===== src/rtl/booth_mult_ctrl_pkg.sv =====
// Shared definitions for the Booth multiplier sequencer: FSM encoding,
// operand/product widths and the most-negative operand constants.
package booth_mult_pkg;

    localparam int OP_W   = 8;
    localparam int STEPS  = OP_W;
    localparam int PROD_W = 2 * OP_W;

    // Most-negative operand; the multiplier's accumulator cannot subtract it safely.
    localparam logic [OP_W-1:0]   MOST_NEG    = 8'h80;
    // Exact product of MOST_NEG * MOST_NEG (+2^(2*OP_W-2)).
    localparam logic [PROD_W-1:0] MOST_NEG_SQ = 16'h4000;

    typedef enum logic [2:0] {
        ST_IDLE = 3'd0,
        ST_LOAD = 3'd1,
        ST_RUN  = 3'd2,
        ST_CAPT = 3'd3,
        ST_DONE = 3'd4
    } state_e;

endpackage


===== src/rtl/booth_mult_ctrl_if.sv =====
// Bus bundle between upstream producer, the sequencer, the Booth multiplier
// and the downstream consumer. The sequencer uses the slave modport; the
// environment around it (source, multiplier, sink) uses master.
interface booth_mult_ctrl_if
    import booth_mult_pkg::*;
#(
    parameter int WIDTH = OP_W
) ();

    logic                 in_valid;
    logic                 in_ready;
    logic [WIDTH-1:0]     a_in;
    logic [WIDTH-1:0]     b_in;
    logic [WIDTH-1:0]     mult_a;
    logic [WIDTH-1:0]     mult_b;
    logic                 mult_check;
    logic [2*WIDTH-1:0]   mult_product;
    logic                 out_valid;
    logic                 out_ready;
    logic [2*WIDTH-1:0]   product;
    logic                 err;
    logic                 busy;

    modport master (
        output in_valid, a_in, b_in, mult_product, out_ready,
        input  in_ready, mult_a, mult_b, mult_check, out_valid, product, err, busy
    );

    modport slave (
        input  in_valid, a_in, b_in, mult_product, out_ready,
        output in_ready, mult_a, mult_b, mult_check, out_valid, product, err, busy
    );

endinterface


===== src/rtl/booth_mult_ctrl_step_counter.sv =====
// Booth step counter: synchronous clear, count enable and a terminal-count
// flag raised while the count equals TERM.
module booth_step_counter #(
    parameter int CNT_W = 4,
    parameter int TERM  = 7
) (
    input  logic clk,
    input  logic rst_n,
    input  logic clr,
    input  logic en,
    output logic tc
);

    localparam logic [CNT_W-1:0] TERM_C = CNT_W'(TERM);

    logic [CNT_W-1:0] count_q;
    logic [CNT_W-1:0] count_d;

    // Next count: clear has priority over increment.
    always_comb begin
        count_d = count_q;
        if (clr) begin
            count_d = {CNT_W{1'b0}};
        end else if (en) begin
            count_d = count_q + {{(CNT_W-1){1'b0}}, 1'b1};
        end else begin
            count_d = count_q;
        end
    end

    // Count register.
    always_ff @(posedge clk or negedge rst_n) begin
        if (!rst_n) begin
            count_q <= {CNT_W{1'b0}};
        end else begin
            count_q <= count_d;
        end
    end

    assign tc = (count_q == TERM_C);

endmodule


===== src/rtl/booth_mult_ctrl.sv =====
// Sequencer in front of the 8-bit Booth multiplier: accepts an operand pair,
// pulses the multiplier's load (check) for one cycle, waits STEPS step
// cycles, captures FinalProduct and offers it downstream.
// Optional build macro BOOTH_SWAP_EN: swaps a most-negative multiplicand into
// the multiplier slot and forces the exact result (with err) when both
// operands are most-negative.
module booth_mult_ctrl
    import booth_mult_pkg::*;
#(
    parameter int WIDTH = OP_W,
    parameter int STEPS = WIDTH
) (
    input  logic               clk,
    input  logic               rst_n,
    booth_mult_ctrl_if.slave   bus
);

    localparam int CNT_W  = $clog2(STEPS + 1);
    localparam int PROD_W_L = 2 * WIDTH;

`ifdef BOOTH_SWAP_EN
    // Width-generic forms of MOST_NEG / MOST_NEG_SQ.
    localparam logic [WIDTH-1:0]    MOST_NEG_W = {1'b1, {(WIDTH-1){1'b0}}};
    localparam logic [PROD_W_L-1:0] NEG_SQ_W   = {2'b01, {(PROD_W_L-2){1'b0}}};
`endif

    state_e                 state_q;
    state_e                 state_d;

    logic [WIDTH-1:0]       mult_a_q;
    logic [WIDTH-1:0]       mult_a_d;
    logic [WIDTH-1:0]       mult_b_q;
    logic [WIDTH-1:0]       mult_b_d;
    logic [PROD_W_L-1:0]    product_q;
    logic [PROD_W_L-1:0]    product_d;
    logic                   err_q;
    logic                   err_d;
    logic                   mult_check_q;
    logic                   mult_check_d;
    logic                   in_ready_q;
    logic                   in_ready_d;
    logic                   out_valid_q;
    logic                   out_valid_d;
    logic                   busy_q;
    logic                   busy_d;
`ifdef BOOTH_SWAP_EN
    logic                   both_neg_q;
    logic                   both_neg_d;
`endif

    logic                   accept_s;
    logic                   step_tc_s;
    logic                   cnt_clr_s;
    logic                   cnt_en_s;

    assign accept_s  = (state_q == ST_IDLE) && bus.in_valid && in_ready_q;
    assign cnt_clr_s = (state_q == ST_LOAD);
    assign cnt_en_s  = (state_q == ST_RUN);

    booth_step_counter #(
        .CNT_W (CNT_W),
        .TERM  (STEPS - 1)
    ) u_step_cnt (
        .clk   (clk),
        .rst_n (rst_n),
        .clr   (cnt_clr_s),
        .en    (cnt_en_s),
        .tc    (step_tc_s)
    );

    // State register.
    always_ff @(posedge clk or negedge rst_n) begin
        if (!rst_n) begin
            state_q <= ST_IDLE;
        end else begin
            state_q <= state_d;
        end
    end

    // Next-state logic: one operation in flight, no overlap with the result hand-off.
    always_comb begin
        state_d = state_q;
        case (state_q)
            ST_IDLE: begin
                if (accept_s) begin
                    state_d = ST_LOAD;
                end else begin
                    state_d = ST_IDLE;
                end
            end
            ST_LOAD: state_d = ST_RUN;
            ST_RUN: begin
                if (step_tc_s) begin
                    state_d = ST_CAPT;
                end else begin
                    state_d = ST_RUN;
                end
            end
            ST_CAPT: state_d = ST_DONE;
            ST_DONE: begin
                if (bus.out_ready) begin
                    state_d = ST_IDLE;
                end else begin
                    state_d = ST_DONE;
                end
            end
            default: state_d = ST_IDLE;
        endcase
    end

    // Output/datapath next values; status flags decode the next state so they are registered.
    always_comb begin
        mult_a_d     = mult_a_q;
        mult_b_d     = mult_b_q;
        product_d    = product_q;
        err_d        = err_q;
`ifdef BOOTH_SWAP_EN
        both_neg_d   = both_neg_q;
`endif
        mult_check_d = (state_d == ST_LOAD);
        in_ready_d   = (state_d == ST_IDLE);
        out_valid_d  = (state_d == ST_DONE);
        busy_d       = (state_d != ST_IDLE);

        if (accept_s) begin
`ifdef BOOTH_SWAP_EN
            // Keep -M out of the multiplicand slot unless both operands are -M.
            if ((bus.a_in == MOST_NEG_W) && (bus.b_in != MOST_NEG_W)) begin
                mult_a_d = bus.b_in;
                mult_b_d = bus.a_in;
            end else begin
                mult_a_d = bus.a_in;
                mult_b_d = bus.b_in;
            end
            both_neg_d = (bus.a_in == MOST_NEG_W) && (bus.b_in == MOST_NEG_W);
`else
            mult_a_d = bus.a_in;
            mult_b_d = bus.b_in;
`endif
        end else begin
            mult_a_d = mult_a_q;
            mult_b_d = mult_b_q;
        end

        // Capture the pre-edge FinalProduct; the multiplier's extra step this cycle lands after it.
        if (state_q == ST_CAPT) begin
`ifdef BOOTH_SWAP_EN
            if (both_neg_q) begin
                product_d = NEG_SQ_W;
                err_d     = 1'b1;
            end else begin
                product_d = bus.mult_product;
                err_d     = 1'b0;
            end
`else
            product_d = bus.mult_product;
            err_d     = 1'b0;
`endif
        end else begin
            product_d = product_q;
            err_d     = err_q;
        end
    end

    // Output and datapath registers.
    always_ff @(posedge clk or negedge rst_n) begin
        if (!rst_n) begin
            mult_a_q     <= {WIDTH{1'b0}};
            mult_b_q     <= {WIDTH{1'b0}};
            product_q    <= {PROD_W_L{1'b0}};
            err_q        <= 1'b0;
            mult_check_q <= 1'b0;
            in_ready_q   <= 1'b1;
            out_valid_q  <= 1'b0;
            busy_q       <= 1'b0;
`ifdef BOOTH_SWAP_EN
            both_neg_q   <= 1'b0;
`endif
        end else begin
            mult_a_q     <= mult_a_d;
            mult_b_q     <= mult_b_d;
            product_q    <= product_d;
            err_q        <= err_d;
            mult_check_q <= mult_check_d;
            in_ready_q   <= in_ready_d;
            out_valid_q  <= out_valid_d;
            busy_q       <= busy_d;
`ifdef BOOTH_SWAP_EN
            both_neg_q   <= both_neg_d;
`endif
        end
    end

    assign bus.mult_a     = mult_a_q;
    assign bus.mult_b     = mult_b_q;
    assign bus.mult_check = mult_check_q;
    assign bus.product    = product_q;
    assign bus.err        = err_q;
    assign bus.in_ready   = in_ready_q;
    assign bus.out_valid  = out_valid_q;
    assign bus.busy       = busy_q;

endmodule


===== src/flat_wrapper.sv =====
// flat-port wrapper written by rule: the top's interface ports become plain ports
module booth_mult_ctrl_flat import booth_mult_pkg::*;
#(
    parameter int WIDTH = OP_W,
    parameter int STEPS = WIDTH
)
  (clk, rst_n, bus_in_valid, bus_a_in, bus_b_in, bus_mult_product, bus_out_ready, bus_in_ready, bus_mult_a, bus_mult_b, bus_mult_check, bus_out_valid, bus_product, bus_err, bus_busy);
  booth_mult_ctrl_if #(.WIDTH(WIDTH)) bus_i ();
  input  logic clk;
  input  logic rst_n;
  input wire logic [$bits(bus_i.in_valid)-1:0] bus_in_valid;
  input wire logic [$bits(bus_i.a_in)-1:0] bus_a_in;
  input wire logic [$bits(bus_i.b_in)-1:0] bus_b_in;
  input wire logic [$bits(bus_i.mult_product)-1:0] bus_mult_product;
  input wire logic [$bits(bus_i.out_ready)-1:0] bus_out_ready;
  output wire logic [$bits(bus_i.in_ready)-1:0] bus_in_ready;
  output wire logic [$bits(bus_i.mult_a)-1:0] bus_mult_a;
  output wire logic [$bits(bus_i.mult_b)-1:0] bus_mult_b;
  output wire logic [$bits(bus_i.mult_check)-1:0] bus_mult_check;
  output wire logic [$bits(bus_i.out_valid)-1:0] bus_out_valid;
  output wire logic [$bits(bus_i.product)-1:0] bus_product;
  output wire logic [$bits(bus_i.err)-1:0] bus_err;
  output wire logic [$bits(bus_i.busy)-1:0] bus_busy;
  assign bus_i.in_valid = bus_in_valid;
  assign bus_i.a_in = bus_a_in;
  assign bus_i.b_in = bus_b_in;
  assign bus_i.mult_product = bus_mult_product;
  assign bus_i.out_ready = bus_out_ready;
  assign bus_in_ready = bus_i.in_ready;
  assign bus_mult_a = bus_i.mult_a;
  assign bus_mult_b = bus_i.mult_b;
  assign bus_mult_check = bus_i.mult_check;
  assign bus_out_valid = bus_i.out_valid;
  assign bus_product = bus_i.product;
  assign bus_err = bus_i.err;
  assign bus_busy = bus_i.busy;
  booth_mult_ctrl #(.WIDTH(WIDTH), .STEPS(STEPS)) u_core (.clk(clk), .rst_n(rst_n), .bus(bus_i));
endmodule

===== config.mk =====
export PLATFORM = sky130hd
export DESIGN_NAME = booth_mult_ctrl_flat
export DESIGN_NICKNAME = d
export VERILOG_FILES = /design/src/rtl/booth_mult_ctrl_pkg.sv /design/src/rtl/booth_mult_ctrl_if.sv /design/src/rtl/booth_mult_ctrl_step_counter.sv /design/src/rtl/booth_mult_ctrl.sv /design/src/flat_wrapper.sv
export SDC_FILE = /design/constraint.sdc
export NUM_CORES = 1
export LEC_CHECK = 0
export ABC_AREA = 0
export CAP_MARGIN = 20
export CORE_MARGIN = 2
export CORE_UTILIZATION = 43
export CTS_BUF_LIST = sky130_fd_sc_hd__clkbuf_4 sky130_fd_sc_hd__clkbuf_8
export DETAILED_ROUTE_END_ITERATION = 6
export GPL_ROUTABILITY_DRIVEN = 0
export GPL_TIMING_DRIVEN = 0
export PLACE_DENSITY = 0.93
export SLEW_MARGIN = 0
export SYNTH_ARGS = -nofsm -noshare
export SYNTH_HDL_FRONTEND = slang
export SYNTH_HIERARCHICAL = 1
export SYNTH_SLANG_ARGS = --single-unit
export TNS_END_PERCENT = 100

===== constraint.sdc =====
create_clock -name clk -period 1.89 [get_ports clk]
set_input_delay 0.189 -clock clk [delete_from_list [all_inputs] [get_ports clk]]
set_output_delay 0.189 -clock clk [all_outputs]
set_load 0.01 [all_outputs]

Word-level counts from Yosys, hierarchy flattened. Cells that the tools add are included.

Flip-flop bits (word level): 43. Logic and storage cells: 29.

Add/subtract/negate cells: 1. Eq/ne operators: 7. Multiplexer cells: 6. Reductions and logical operators: 6.

Operators by type and width (number): 3-bit one-hot mux with 5 select lines (1); 4-bit 2-to-1 mux (2); 3-bit by 1-bit equality test with 1-bit output (second input constant) (2); 3-bit by 2-bit equality test with 1-bit output (second input constant) (2); 3-bit equality test (second input constant) (2); 3-bit zero test (2); 4-bit by 1-bit adder with 4-bit output (second input constant) (1); 4-bit by 3-bit equality test with 1-bit output (second input constant) (1); 3-bit 2-to-1 mux (1); 3-bit nonzero test (1); 1-bit logical AND (2); 1-bit 2-to-1 mux (2); 2-bit nonzero test (1).

Depth between registers and ports, before layout.
Depth after elaboration: 6. Mapped depth: 5. Gate-level depth less buffers: 5.

Hierarchy. The synthesis kept the hierarchy.

By module, submodules not included: booth_mult_ctrl (times used 1, cells each 90, area each 1493.9 µm², sequential area each 977.2 µm²); booth_step_counter (times used 1, cells each 18, area each 200.2 µm², sequential area each 100.1 µm²).

Worst setup path before layout. Ideal clock, no wire load.

Path kind: reg2reg. From: register u_core.in_ready_q (netlist: u_core/bus.in_ready). To: register u_core.mult_a_q[3] (netlist: u_core/bus.mult_a[3]). Setup time: 0.125 ns. Arrival time: 1.567 ns. Data required time: 1.765 ns. Slack: 0.198 ns. Stages on the path, launching flop included: 6. Period minus slack after synthesis: 1.692 ns. Cell sequence: dfstp_2 nand2_1 or4_1 buf_6 buf_8 mux2_4.

Longest elaborated chain between the ends: 1.

Ends and longest elaborated chain: start: declaration (line booth_mult_ctrl.sv:40) `logic in_ready_q;`; start signal: assignment (line booth_mult_ctrl.sv:185) `in_ready_q <= in_ready_d;`; 1-bit logical AND (line booth_mult_ctrl.sv:56) `assign accept_s = (state_q == ST_IDLE) && bus.in_valid && in_ready_q;`; end signal: assignment (line booth_mult_ctrl.sv:168) `mult_a_q <= {WIDTH{1'b0}};`; end signal: assignment (line booth_mult_ctrl.sv:180) `mult_a_q <= mult_a_d;`; end: declaration (line booth_mult_ctrl.sv:30) `logic [WIDTH-1:0] mult_a_q;`.

No other way between the ends. A chain may end at the register's enable or synchronous reset.

Final worst setup path.
From: register u_core.in_ready_q (netlist: u_core/bus.in_ready). To: register u_core.mult_a_q[4] (netlist: u_core/bus.mult_a[4]).

Same word-level chain as after synthesis.

==> results.json <==
{
  "die_area_um2": 4458,
  "insertion_delay_ps": 290,
  "postCtsHoldBufs": 0,
  "final_util_pct": 69.12,
  "synth_warnings": 6,
  "r2r-end": "u_core/bus.mult_a[4]$_DFFE_PN0N_",
  "fin_crit_ps": 1742,
  "hold_violations": 0,
  "relSlewSlack_pct": 38.32,
  "cts_tree": "yes",
  "leakage_nw": 1.152,
  "clockBufferDepth": 2,
  "vias": 1143,
  "cp_max_fo": 10,
  "post-route-drc-count": 0,
  "initial_core_util_pct": 45.59,
  "htreeDepth": 2,
  "grt_max_degree": 44,
  "start_kind": "register",
  "avgSynthCellArea_um2": 15.69,
  "cts_setup_buffers": 0,
  "viasPerCell": 4.864,
  "fin_crit_sh_pct": 92.19,
  "setup-tns-final_ps": 0,
  "fmax_mhz": 573.9,
  "power.density_nw_per_um2": 1665,
  "nFillCells": 283,
  "hp-class": "in -> async",
  "diodes": 0,
  "row_count": 22,
  "drtAntennaViolNets": 0,
  "cts-resized-gates": 0,
  "portBuffers": 71,
  "antenna_found_initial": 0,
  "end_kind": "register",
  "grt_pass1_vias": 1216,
  "cts-root-buf": "clkbuf_8",
  "cts.sinks": 43,
  "ios": 73,
  "synth_cell_types": 26,
  "grt_usage_pct": 18.24,
  "crit-reg2reg-launch": "u_core/bus.in_ready$_DFF_PN1_",
  "yosys_register_bits": 43,
  "r2r_slack_ps": 150,
  "coreArea_um2": 3716,
  "required_ps": 2060,
  "syn-cell-area_um2": 1694,
  "first_pass_iters": 4,
  "cts_buffers": 5,
  "drv_slew": 0,
  "power_mw": 4.277,
  "synth_cells": 108,
  "syn_nets": 145,
  "post_drt_wl_per_cell_um": 15.60,
  "reg2reg_depth": 5,
  "worst_setup_hold_path_clk_slew_ps": 70,
  "ys_seq_area_share_pct": 63.59,
  "worst_pin_slew_ps": 925.3,
  "fin_nets": 223,
  "layout-drive-gt1-share_pct": 27.27,
  "setup_viol": 0,
  "vdd_drop_max_v": 0.0009404,
  "arrival_ps": 1910,
  "maxCapViolations": 0,
  "die_x_um": 66.77,
  "grt_pass1_wl_mm": 5.789,
  "clock-skew-final_ps": 3.846,
  "drtIter0Drc": 35,
  "die_h_um": 66.77,
  "rsz0062_at_grt": "false",
  "hpwlAfterDp_mm": 2.768,
  "wirelength_mm": 3.665,
  "grt.overflow.total": 0,
  "worstSetupPathType": "reg -> reg",
  "status": "finished clean",
  "syn2layout_area_growth_pct": 51.62
}
-- logic make-up (layout without fill, tap and decap cells) --
group / after synthesis / after routing / synth area share, %
compound gates: 2 / 2 / 0.8860
xor+xnor: 1 / 1 / 0.5171
fa+ha+maj: 1 / 1 / 0.7384
buf+inv: 5 / 84 / 2.510
flops: 43 / 43 / 63.59
mux: 34 / 34 / 24.74
other cells: 1 / 1 / 0.2214
simple gates: 21 / 21 / 6.795
-- flip-flops by register name, indices dropped and copies added, names as in the netlist --
name                       count
u_core/u_step_cnt/count_q      4
u_core/bus.mult_b              8
u_core/state_q                 3
u_core/bus.mult_check          1
u_core/bus.busy                1
u_core/bus.product            16
u_core/bus.mult_a              8
u_core/bus.out_valid           1
u_core/bus.in_ready            1
-- worst max-delay path by stage --
stage | start | end | slack, ps | depth (start not counted)
floorplan | u_core/bus.in_ready$_DFF_PN1_ | u_core/bus.mult_a[3]$_DFFE_PN0N_ | 200 | 5
global placement | rst_n | u_core/bus.product[8]$_DFFE_PN0N_ | -320 | 1
detailed placement | bus_in_valid | u_core/bus.mult_a[4]$_DFFE_PN0N_ | 40 | 6
CTS | u_core/state_q[0]$_DFF_PN0_ | u_core/u_step_cnt/count_q[3]$_DFFE_PN0P_ | 40 | 3
global route | u_core/state_q[0]$_DFF_PN0_ | u_core/bus.mult_a[6]$_DFFE_PN0N_ | 80 | 4
finish | u_core/bus.in_ready$_DFF_PN1_ | u_core/bus.mult_a[4]$_DFFE_PN0N_ | 150 | 5
-- cell usage after synthesis (all sizes together) --
master | instances | area share, %
dfrtp | 42 | 62
mux2 | 33 | 24
nand2 | 6 | 1.3
buf | 4 | 2.3
nor2 | 4 | 0.89
nand3b | 2 | 0.89
nor3b | 2 | 0.89
a21bo | 1 | 0.59
a21oi | 1 | 0.30
conb | 1 | 0.22
dfstp | 1 | 1.6
ha | 1 | 0.74
inv | 1 | 0.22
mux2i | 1 | 0.59
nand4 | 1 | 0.37
nor2b | 1 | 0.37
nor3 | 1 | 0.30
or2 | 1 | 0.37
or3 | 1 | 0.37
or4 | 1 | 0.44
or4b | 1 | 0.59
xnor2 | 1 | 0.52
-- critical path, stage by stage, from the launching register on --
cell and delay, ps:
dfstp_2 530, nand2_1 40, or4_1 420, buf_6 170, buf_8 150, mux2_4 300
-- metrics by stage --
step	setup WS, ps	hold slack (ps)	instances	area, um2
2_1_floorplan	198.2	-106.6	108	1694
3_3_place_gp	-324.9	486.5	227	2465
3_5_place_dp	36.43	380.6	227	2460
4_1_cts	35.05	67.70	235	2564
5_1_grt	83.56	92.35	235	2569
6_report	147.5	37.26	235	2569
-- metal layers --
layer / vias to the layer above / GRT usage, % / wire [um]
met4: 0 / 5.867 / 29
met2: 35 / 32.88 / 2027
met3: 4 / 5.743 / 180
met5: - / 0 / 0
met1: 574 / 20.31 / 1427
li1: 530 / - / -
-- cell usage in the layout (no fill, tap or decap) --
cell type and count:
ha_1 1, nor3b_2 1, nand4_1 1, buf_8 1, dfrtp_1 42, clkbuf_4 1
or3_1 1, or4b_2 1, conb_1 1, mux2_2 23, mux2i_1 1, clkdlybuf4s50_1 70
nand2_1 6, buf_6 1, dfstp_2 1, nor2_1 4, or2_2 1, nor3_1 1
a21oi_1 1, nand3b_1 2, clkbuf_8 7, xnor2_1 1, mux2_4 10, or4_1 1
buf_4 1, nor3b_1 1, a21bo_2 1, inv_1 1, nor2b_1 1, buf_2 2
-- power breakdown --
part / switching [mW] / internal (mW)
Combinational: 0.723 / 1.28
Clock: 0.285 / 0.348
Sequential: 0.261 / 1.38
Total: 1.27 / 3.01
-- area by class of cell --
class                   count  area (um2)  area share (%)
clock buffers               8       103.9           4.043
repair buffers             71       705.7           27.47
flip-flops and latches     43        1077           41.94
well taps                  48       60.06           2.338
inverters                   1       3.754          0.1461
plain buffers               4       38.79           1.510
multi-input cells          60       579.3           22.55
Note: power is estimated with default switching activity, not from simulation.
